==> src/rtl/seg7_scan_driver_if.sv <==
`default_nettype none
// ============================================================================
// Module  : seg7_scan_driver_if
// Brief   : Value/control inputs and digit/segment outputs of the 7-seg scanner.
// Revision: 1.0 - initial release
// ============================================================================
interface seg7_scan_driver_if #(
  parameter int DIGITS   = 4,
  parameter int BRIGHT_W = 4
);
  logic [4*DIGITS-1:0] value;
  logic [DIGITS-1:0]   dp;
  logic                load;
  logic                blank_lz;
  logic [BRIGHT_W-1:0] brightness;
  logic [DIGITS-1:0]   display_sel;
  logic [7:0]          display;
  logic                frame_start;

  modport master (
    output value, dp, load, blank_lz, brightness,
    input  display_sel, display, frame_start
  );

  modport slave (
    input  value, dp, load, blank_lz, brightness,
    output display_sel, display, frame_start
  );
endinterface
`default_nettype wire

==> src/rtl/seg7_scan_driver.sv <==
`default_nettype none
// ============================================================================
// Module  : seg7_scan_driver
// Brief   : Multiplexed 7-seg scan driver with frame-synchronous double buffer,
//           leading-zero blanking and PWM brightness.
// Revision: 1.0 - initial release
// ============================================================================
module seg7_scan_driver #(
  parameter int DIGITS         = 4,
  parameter int REFRESH_LOG2   = 16,
  parameter int BRIGHT_W       = 4,
  parameter int SEL_ACTIVE_LOW = 1,
  parameter int SEG_ACTIVE_LOW = 1
) (
  input  logic              clk,
  input  logic              reset_n,
  seg7_scan_driver_if.slave bus
);

  localparam int               IDX_W     = (DIGITS > 1) ? $clog2(DIGITS) : 1;
  localparam logic [DIGITS-1:0] c_SEL_OFF = (SEL_ACTIVE_LOW != 0) ? {DIGITS{1'b1}} : {DIGITS{1'b0}};
  localparam logic [7:0]        c_SEG_OFF = (SEG_ACTIVE_LOW != 0) ? 8'hFF : 8'h00;

  logic [REFRESH_LOG2-1:0] r_prescaler;
  logic [IDX_W-1:0]        r_index;
  logic [4*DIGITS-1:0]     r_pending_val;
  logic [DIGITS-1:0]       r_pending_dp;
  logic                    r_pending_valid;
  logic [4*DIGITS-1:0]     r_active_val;
  logic [DIGITS-1:0]       r_active_dp;
  logic [DIGITS-1:0]       r_display_sel;
  logic [7:0]              r_display;
  logic                    r_frame_start;

  logic                    w_presc_wrap;
  logic                    w_last;
  logic                    w_frame;
  logic                    w_slot0;
  logic [BRIGHT_W-1:0]     w_phase;
  logic                    w_enable;
  logic [DIGITS-1:0]       w_zero_above;
  logic [3:0]              w_nibble;
  logic                    w_dp_bit;
  logic                    w_blank;
  logic [DIGITS-1:0]       w_onehot;
  logic [6:0]              w_glyph;
  logic [7:0]              w_seg_raw;
  logic [DIGITS-1:0]       w_sel_next;
  logic [7:0]              w_seg_next;

  assign w_presc_wrap = &r_prescaler;
  assign w_last       = (r_index == IDX_W'(DIGITS - 1));
  assign w_frame      = w_presc_wrap & w_last;
  assign w_slot0      = (r_index == '0) && (r_prescaler == '0);

  assign w_phase  = r_prescaler[REFRESH_LOG2-1 -: BRIGHT_W];
  assign w_enable = (&bus.brightness) || (w_phase < bus.brightness);

  // w_zero_above[i] is set when nibbles DIGITS-1 down to i are all zero.
  always_comb begin : zero_scan
    logic v_run;
    v_run        = 1'b1;
    w_zero_above = '0;
    for (int i = DIGITS - 1; i >= 0; i--) begin
      v_run           = v_run && (r_active_val[4*i +: 4] == 4'h0);
      w_zero_above[i] = v_run;
    end
  end

  always_comb begin
    w_nibble = 4'h0;
    w_dp_bit = 1'b0;
    w_blank  = 1'b0;
    w_onehot = '0;
    for (int i = 0; i < DIGITS; i++) begin
      if (r_index == IDX_W'(i)) begin
        w_nibble    = r_active_val[4*i +: 4];
        w_dp_bit    = r_active_dp[i];
        w_blank     = bus.blank_lz && (i != 0) && w_zero_above[i];
        w_onehot[i] = 1'b1;
      end
    end
  end

  always_comb begin
    w_glyph = 7'h00;
    case (w_nibble)
      4'h0: w_glyph = 7'h3F;
      4'h1: w_glyph = 7'h06;
      4'h2: w_glyph = 7'h5B;
      4'h3: w_glyph = 7'h4F;
      4'h4: w_glyph = 7'h66;
      4'h5: w_glyph = 7'h6D;
      4'h6: w_glyph = 7'h7D;
      4'h7: w_glyph = 7'h07;
      4'h8: w_glyph = 7'h7F;
      4'h9: w_glyph = 7'h6F;
      4'hA: w_glyph = 7'h77;
      4'hB: w_glyph = 7'h7C;
      4'hC: w_glyph = 7'h39;
      4'hD: w_glyph = 7'h5E;
      4'hE: w_glyph = 7'h79;
      4'hF: w_glyph = 7'h71;
      default: w_glyph = 7'h00;
    endcase
  end

  // A disabled PWM phase forces segments off too, so nothing ghosts onto the next digit.
  always_comb begin
    w_seg_raw  = {w_dp_bit, (w_blank ? 7'h00 : w_glyph)};
    w_sel_next = c_SEL_OFF;
    w_seg_next = c_SEG_OFF;
    if (w_enable) begin
      w_sel_next = (SEL_ACTIVE_LOW != 0) ? ~w_onehot  : w_onehot;
      w_seg_next = (SEG_ACTIVE_LOW != 0) ? ~w_seg_raw : w_seg_raw;
    end
  end

  always_ff @(posedge clk or negedge reset_n) begin
    if (!reset_n) begin
      r_prescaler     <= '0;
      r_index         <= '0;
      r_pending_val   <= '0;
      r_pending_dp    <= '0;
      r_pending_valid <= 1'b0;
      r_active_val    <= '0;
      r_active_dp     <= '0;
      r_display_sel   <= c_SEL_OFF;
      r_display       <= c_SEG_OFF;
      r_frame_start   <= 1'b0;
    end else begin
      r_prescaler <= r_prescaler + 1'b1;
      if (w_presc_wrap) begin
        r_index <= w_last ? '0 : r_index + 1'b1;
      end

      // A load coinciding with the frame boundary bypasses the pending buffer.
      if (bus.load) begin
        if (w_frame) begin
          r_active_val    <= bus.value;
          r_active_dp     <= bus.dp;
          r_pending_valid <= 1'b0;
        end else begin
          r_pending_val   <= bus.value;
          r_pending_dp    <= bus.dp;
          r_pending_valid <= 1'b1;
        end
      end else if (w_frame && r_pending_valid) begin
        r_active_val    <= r_pending_val;
        r_active_dp     <= r_pending_dp;
        r_pending_valid <= 1'b0;
      end

      r_display_sel <= w_sel_next;
      r_display     <= w_seg_next;
      r_frame_start <= w_slot0;
    end
  end

  assign bus.display_sel = r_display_sel;
  assign bus.display     = r_display;
  assign bus.frame_start = r_frame_start;

endmodule
`default_nettype wire

==> src/flat_wrapper.sv <==
// flat-port wrapper written by rule: the top's interface ports become plain ports
module seg7_scan_driver_flat 
#(
  parameter int DIGITS         = 4,
  parameter int REFRESH_LOG2   = 16,
  parameter int BRIGHT_W       = 4,
  parameter int SEL_ACTIVE_LOW = 1,
  parameter int SEG_ACTIVE_LOW = 1
)
  (clk, reset_n, bus_value, bus_dp, bus_load, bus_blank_lz, bus_brightness, bus_display_sel, bus_display, bus_frame_start);
  seg7_scan_driver_if #(.DIGITS(DIGITS), .BRIGHT_W(BRIGHT_W)) bus_i ();
  input  logic clk;
  input  logic reset_n;
  input wire logic [$bits(bus_i.value)-1:0] bus_value;
  input wire logic [$bits(bus_i.dp)-1:0] bus_dp;
  input wire logic [$bits(bus_i.load)-1:0] bus_load;
  input wire logic [$bits(bus_i.blank_lz)-1:0] bus_blank_lz;
  input wire logic [$bits(bus_i.brightness)-1:0] bus_brightness;
  output wire logic [$bits(bus_i.display_sel)-1:0] bus_display_sel;
  output wire logic [$bits(bus_i.display)-1:0] bus_display;
  output wire logic [$bits(bus_i.frame_start)-1:0] bus_frame_start;
  assign bus_i.value = bus_value;
  assign bus_i.dp = bus_dp;
  assign bus_i.load = bus_load;
  assign bus_i.blank_lz = bus_blank_lz;
  assign bus_i.brightness = bus_brightness;
  assign bus_display_sel = bus_i.display_sel;
  assign bus_display = bus_i.display;
  assign bus_frame_start = bus_i.frame_start;
  seg7_scan_driver #(.DIGITS(DIGITS), .REFRESH_LOG2(REFRESH_LOG2), .BRIGHT_W(BRIGHT_W), .SEL_ACTIVE_LOW(SEL_ACTIVE_LOW), .SEG_ACTIVE_LOW(SEG_ACTIVE_LOW)) u_core (.clk(clk), .reset_n(reset_n), .bus(bus_i));
endmodule
==> config.mk <==
export PLATFORM = sky130hd
export DESIGN_NAME = seg7_scan_driver_flat
export DESIGN_NICKNAME = d
export VERILOG_FILES = /design/src/rtl/seg7_scan_driver_if.sv /design/src/rtl/seg7_scan_driver.sv /design/src/flat_wrapper.sv
export SDC_FILE = /design/constraint.sdc
export NUM_CORES = 1
export LEC_CHECK = 0
export ABC_AREA = 0
export ABC_CLOCK_PERIOD_IN_PS = 3410
export CORE_MARGIN = 2
export CORE_UTILIZATION = 60
export CTS_CLUSTER_DIAMETER = 150
export DETAILED_ROUTE_END_ITERATION = 8
export PLACE_DENSITY = 0.83
export SYNTH_ARGS = -nofsm -noshare
export SYNTH_HDL_FRONTEND = slang
export SYNTH_SLANG_ARGS = --single-unit
==> constraint.sdc <==
create_clock -name clk -period 3.41 [get_ports clk]
set_input_delay 0.5115 -clock clk [delete_from_list [all_inputs] [get_ports clk]]
set_output_delay 0.5115 -clock clk [all_outputs]
set_load 0.005 [all_outputs]
==> metrics.md <==
| Metric | Value |
|---|---|
| Final worst path period share | `0.744` |
| Number of register bits inferred by synthesis | `72` |
| Slew @ Worst Pin | `just over 0.7 ns` |
| Maximum number of pins on one net before global-route repair | `49` |
| Number of enable flip-flop cells after synthesis | `0` |
| Overall routing resource usage | `0.216` |
| Via-to-Cell Ratio | `5.54` |
| ANT cells | `0` |
| Static Leakage | `1.92 nW` |
| Number of buffers inserted during clock tree synthesis | `9` |
| Clock-pin slew of the registers on the worst-case setup and hold paths | `0.08 ns` |
| Routed wire per std cell | `15.0 µm` |
| Netlist Area Pre-Place | `3610 µm²` |
| Total via count after detailed routing | `around 2,400` |
| Post-synthesis async set-or-reset flop share | `1.00` |
| Final Hold Violating Endpoints | `0` |
| Arrival time at the worst endpoint | `between 2 and 3 ns` |
| Number of H-tree levels | `3` |
| Setup slack of the critical path after layout | `0.873 ns` |
| Count of warnings emitted by yosys | `0` |
| Number of nets at the end of the flow | `around 400` |
| ANT nets after route | `0` |
| Gr ovfl total | `0` |
| Cts-stage hold buffer count | `0` |
| Overall die height | `81.6 µm` |
| Clock sink count | `72` |
| Number of top-level design ports | `41` |
| Placement Setup Slack | `between 0.9 and 1 ns` |
| Share of post-route cells with drive strength above 1 | `0.229` |
| Placeable core region | `5890 µm²` |
| Worst vdd rail ir drop | `between 200 and 300 µV` |
| Kind of critical path | `register to register` |
| Worst clock skew | `~0.0097 ns` |
| Power Dens Cells | `450 nW/µm²` |
| Detailed placer's ending HPWL | `about 4.5 mm` |
| Vias in the first global route | `2,328` |
| Ys flop type | `dfrtp_1` |
| Worst Hold Class | `input port to asynchronous set/reset pin` |
| Layout-stage area growth over the synthesis result | `18.0%` |
| Time the final worst path needs with I/O delays and setup | `2.54 ns` |
| Maximum achievable frequency | `394 MHz` |
| Area enclosed by the die boundary | `6660 µm²` |
| # Post-CTS Setup Buffers | `0` |
| Synthesized instance count | `~310` |
| Global-route wire length before repair | `10.9 mm` |
| Worst slack on hold paths | `0.145 ns` |
| Starting density of the core | `0.614` |
| Cts repair resizes | `0` |
| Number of unique standard cell types used by synthesis | `48` |
| Maximum buffer depth of the clock tree | `2` |
| Synthesized area divided by synthesized cell count | `11.7 µm²` |
| Number of I/O port buffers | `40` |
| Routability congestion estimate from global placement | `0.826` |
| Number of standard-cell rows in the floorplan | `28` |
| Final TNS setup | `0 ns` |
| Pre-antenna DRT Iters | `4` |
| Worst setup EP type | `register` |
| Clock root cell | `clkbuf_8` |
| Post-Syn Nets | `between 300 and 400` |
| Unrepaired setup endpoints after global routing | `false` |
| Number of antenna violations at the first check in global routing | `0` |
| Share of the yosys chip area belonging to registers | `0.503` |
| TritonCTS clock tree | `built` |
| Largest fanout of any net on the critical path | `11` |
| Detailed Route WL | `6.43 mm` |
| X dimension of the die | `between 80 and 90 µm` |
| Number of design rule violations left after detail routing | `0` |
| Status | `complete, no violations` |
| Crit path required time | `3.67 ns` |
| Sort of element at the start of the critical path | `register` |
| Max-slew violations | `0` |
| Max-slew headroom | `0.517` |
| Final setup fails | `0` |
| Initial drt markers | `111` |
| Worst-Skew Late Latency | `0.34 ns` |
| Fraction of the core area covered by cells at the end of the flow | `0.725` |
| Max-capacitance violation count | `0` |
-- sequential cells by signal, indices dropped and copies added (netlist names) --
signal,cells
u_core.r_active_val,16
u_core.bus.display_sel,4
u_core.r_pending_val,16
u_core.r_prescaler,16
u_core.bus.frame_start,1
u_core.r_pending_valid,1
u_core.r_index,2
u_core.r_active_dp,4
u_core.r_pending_dp,4
u_core.bus.display,8
-- path summary, 6_finish.rpt --
| kind | startpoint | endpoint | slack [ns] | cells past startpoint |
|---|---|---|---|---|
| max in group asynchronous | reset_n | u_core.r_pending_val[15]$_DFFE_PN0P_ | 2.26 | 2 |
| worst max register to register | u_core.r_index[0]$_DFFE_PN0P_ | u_core.bus.display[5]$_DFF_PN1_ | 0.87 | 9 |
| worst min register to register | u_core.r_active_val[3]$_DFFE_PN0P_ | u_core.r_active_val[3]$_DFFE_PN0P_ | 0.50 | 2 |
| worst min-delay path | reset_n | u_core.r_prescaler[10]$_DFF_PN0_ | 0.14 | 1 |
| worst max-delay path | u_core.r_index[0]$_DFFE_PN0P_ | u_core.bus.display[5]$_DFF_PN1_ | 0.87 | 9 |
| min in group clk | u_core.r_active_val[3]$_DFFE_PN0P_ | u_core.r_active_val[3]$_DFFE_PN0P_ | 0.50 | 2 |
-- critical path, cell delays in order (launching register included) --
cell and delay [ns]:
dfrtp_1 0.42, inv_1 0.11, ha_1 0.43, a21oi_1 0.16
a22oi_1 0.42, inv_1 0.19, ha_1 0.28, mux2_2 0.27
nand2_1 0.07, o211ai_1 0.10
-- layer usage --
metal / GRT usage / routed length, µm / share of wire
met3: 0.0341 / 258 / 0.040
met1: 0.290 / 2960 / 0.46
met4: 0.0950 / 119 / 0.018
met5: 0 / 0 / 0
met2: 0.348 / 3090 / 0.48
-- cell type report --
type	count	area [µm²]
multi-input cells	209	1640
flip-flops and latches	72	1820
clock inverters	5	104
well taps	75	93.8
repair buffers	44	425
inverters	12	45.0
clock buffers	11	141
fillers	410	1620
-- cells in the mapped netlist (all sizes together), types with 3 or more instances --
cell type,instances,share of area
nor4,5,0.0087
nand3,6,0.0097
nand2b,4,0.0069
nand2,42,0.044
dfrtp,60,0.42
mux2i,24,0.066
nand4,4,0.010
buf,13,0.029
o21ai,24,0.054
nor2b,3,0.0059
mux2,22,0.069
nor2,5,0.0052
a21oi,6,0.0083
dfstp,12,0.087
o211ai,6,0.014
xnor2,9,0.022
and3,5,0.0087
inv,12,0.012
xor2,5,0.012
a22oi,4,0.0083
ha,15,0.052
-- power by group --
group / switching [mW] / internal (mW) / leakage [nW] / total [mW]
Sequential: 0.0205 / 0.900 / 0.888 / 0.921
Combinational: 0.0809 / 0.0949 / 0.904 / 0.176
Clock: 0.316 / 0.506 / 0.124 / 0.823
Total: 0.418 / 1.50 / 1.92 / 1.92
-- cell families after synthesis --
group	after synthesis	synth area share
buffers and inverters	27	0.0436
XOR/XNOR	14	0.0339
AND/OR/NAND/NOR	84	0.123
adder cells (fa/ha/maj)	15	0.0519
multiplexers	46	0.135
AO/OA/AOI/OAI	50	0.110
flip-flops	72	0.503
-- placed cells by master (no fill, tap or decap), types with 9 or more instances in the layout --
| cell type | Yosys | final |
|---|---|---|
| nand2_1 | 41 | 41 |
| mux2i_1 | 24 | 24 |
| mux2_2 | 20 | 20 |
| o21ai_2 | 20 | 20 |
| dfrtp_1 | 60 | 60 |
| clkdlybuf4s50_1 | 0 | 39 |
| inv_1 | 12 | 12 |
| clkbuf_8 | 0 | 10 |
| ha_1 | 15 | 15 |
| xnor2_1 | 9 | 9 |
| dfstp_2 | 12 | 12 |
-- metrics by stage --
step / instance area [µm²] / power (mW) / std cells
final: 4270 / 1.92 / 428
after global routing: 4270 / 1.99 / 428
after CTS: 4270 / 1.94 / 428
after detailed placement: 4020 / 1.12 / 412
after global placement: 4020 / 1.11 / 412
after floorplan: 3610 / 1.03 / 308
(Power assumes the default switching activity.)
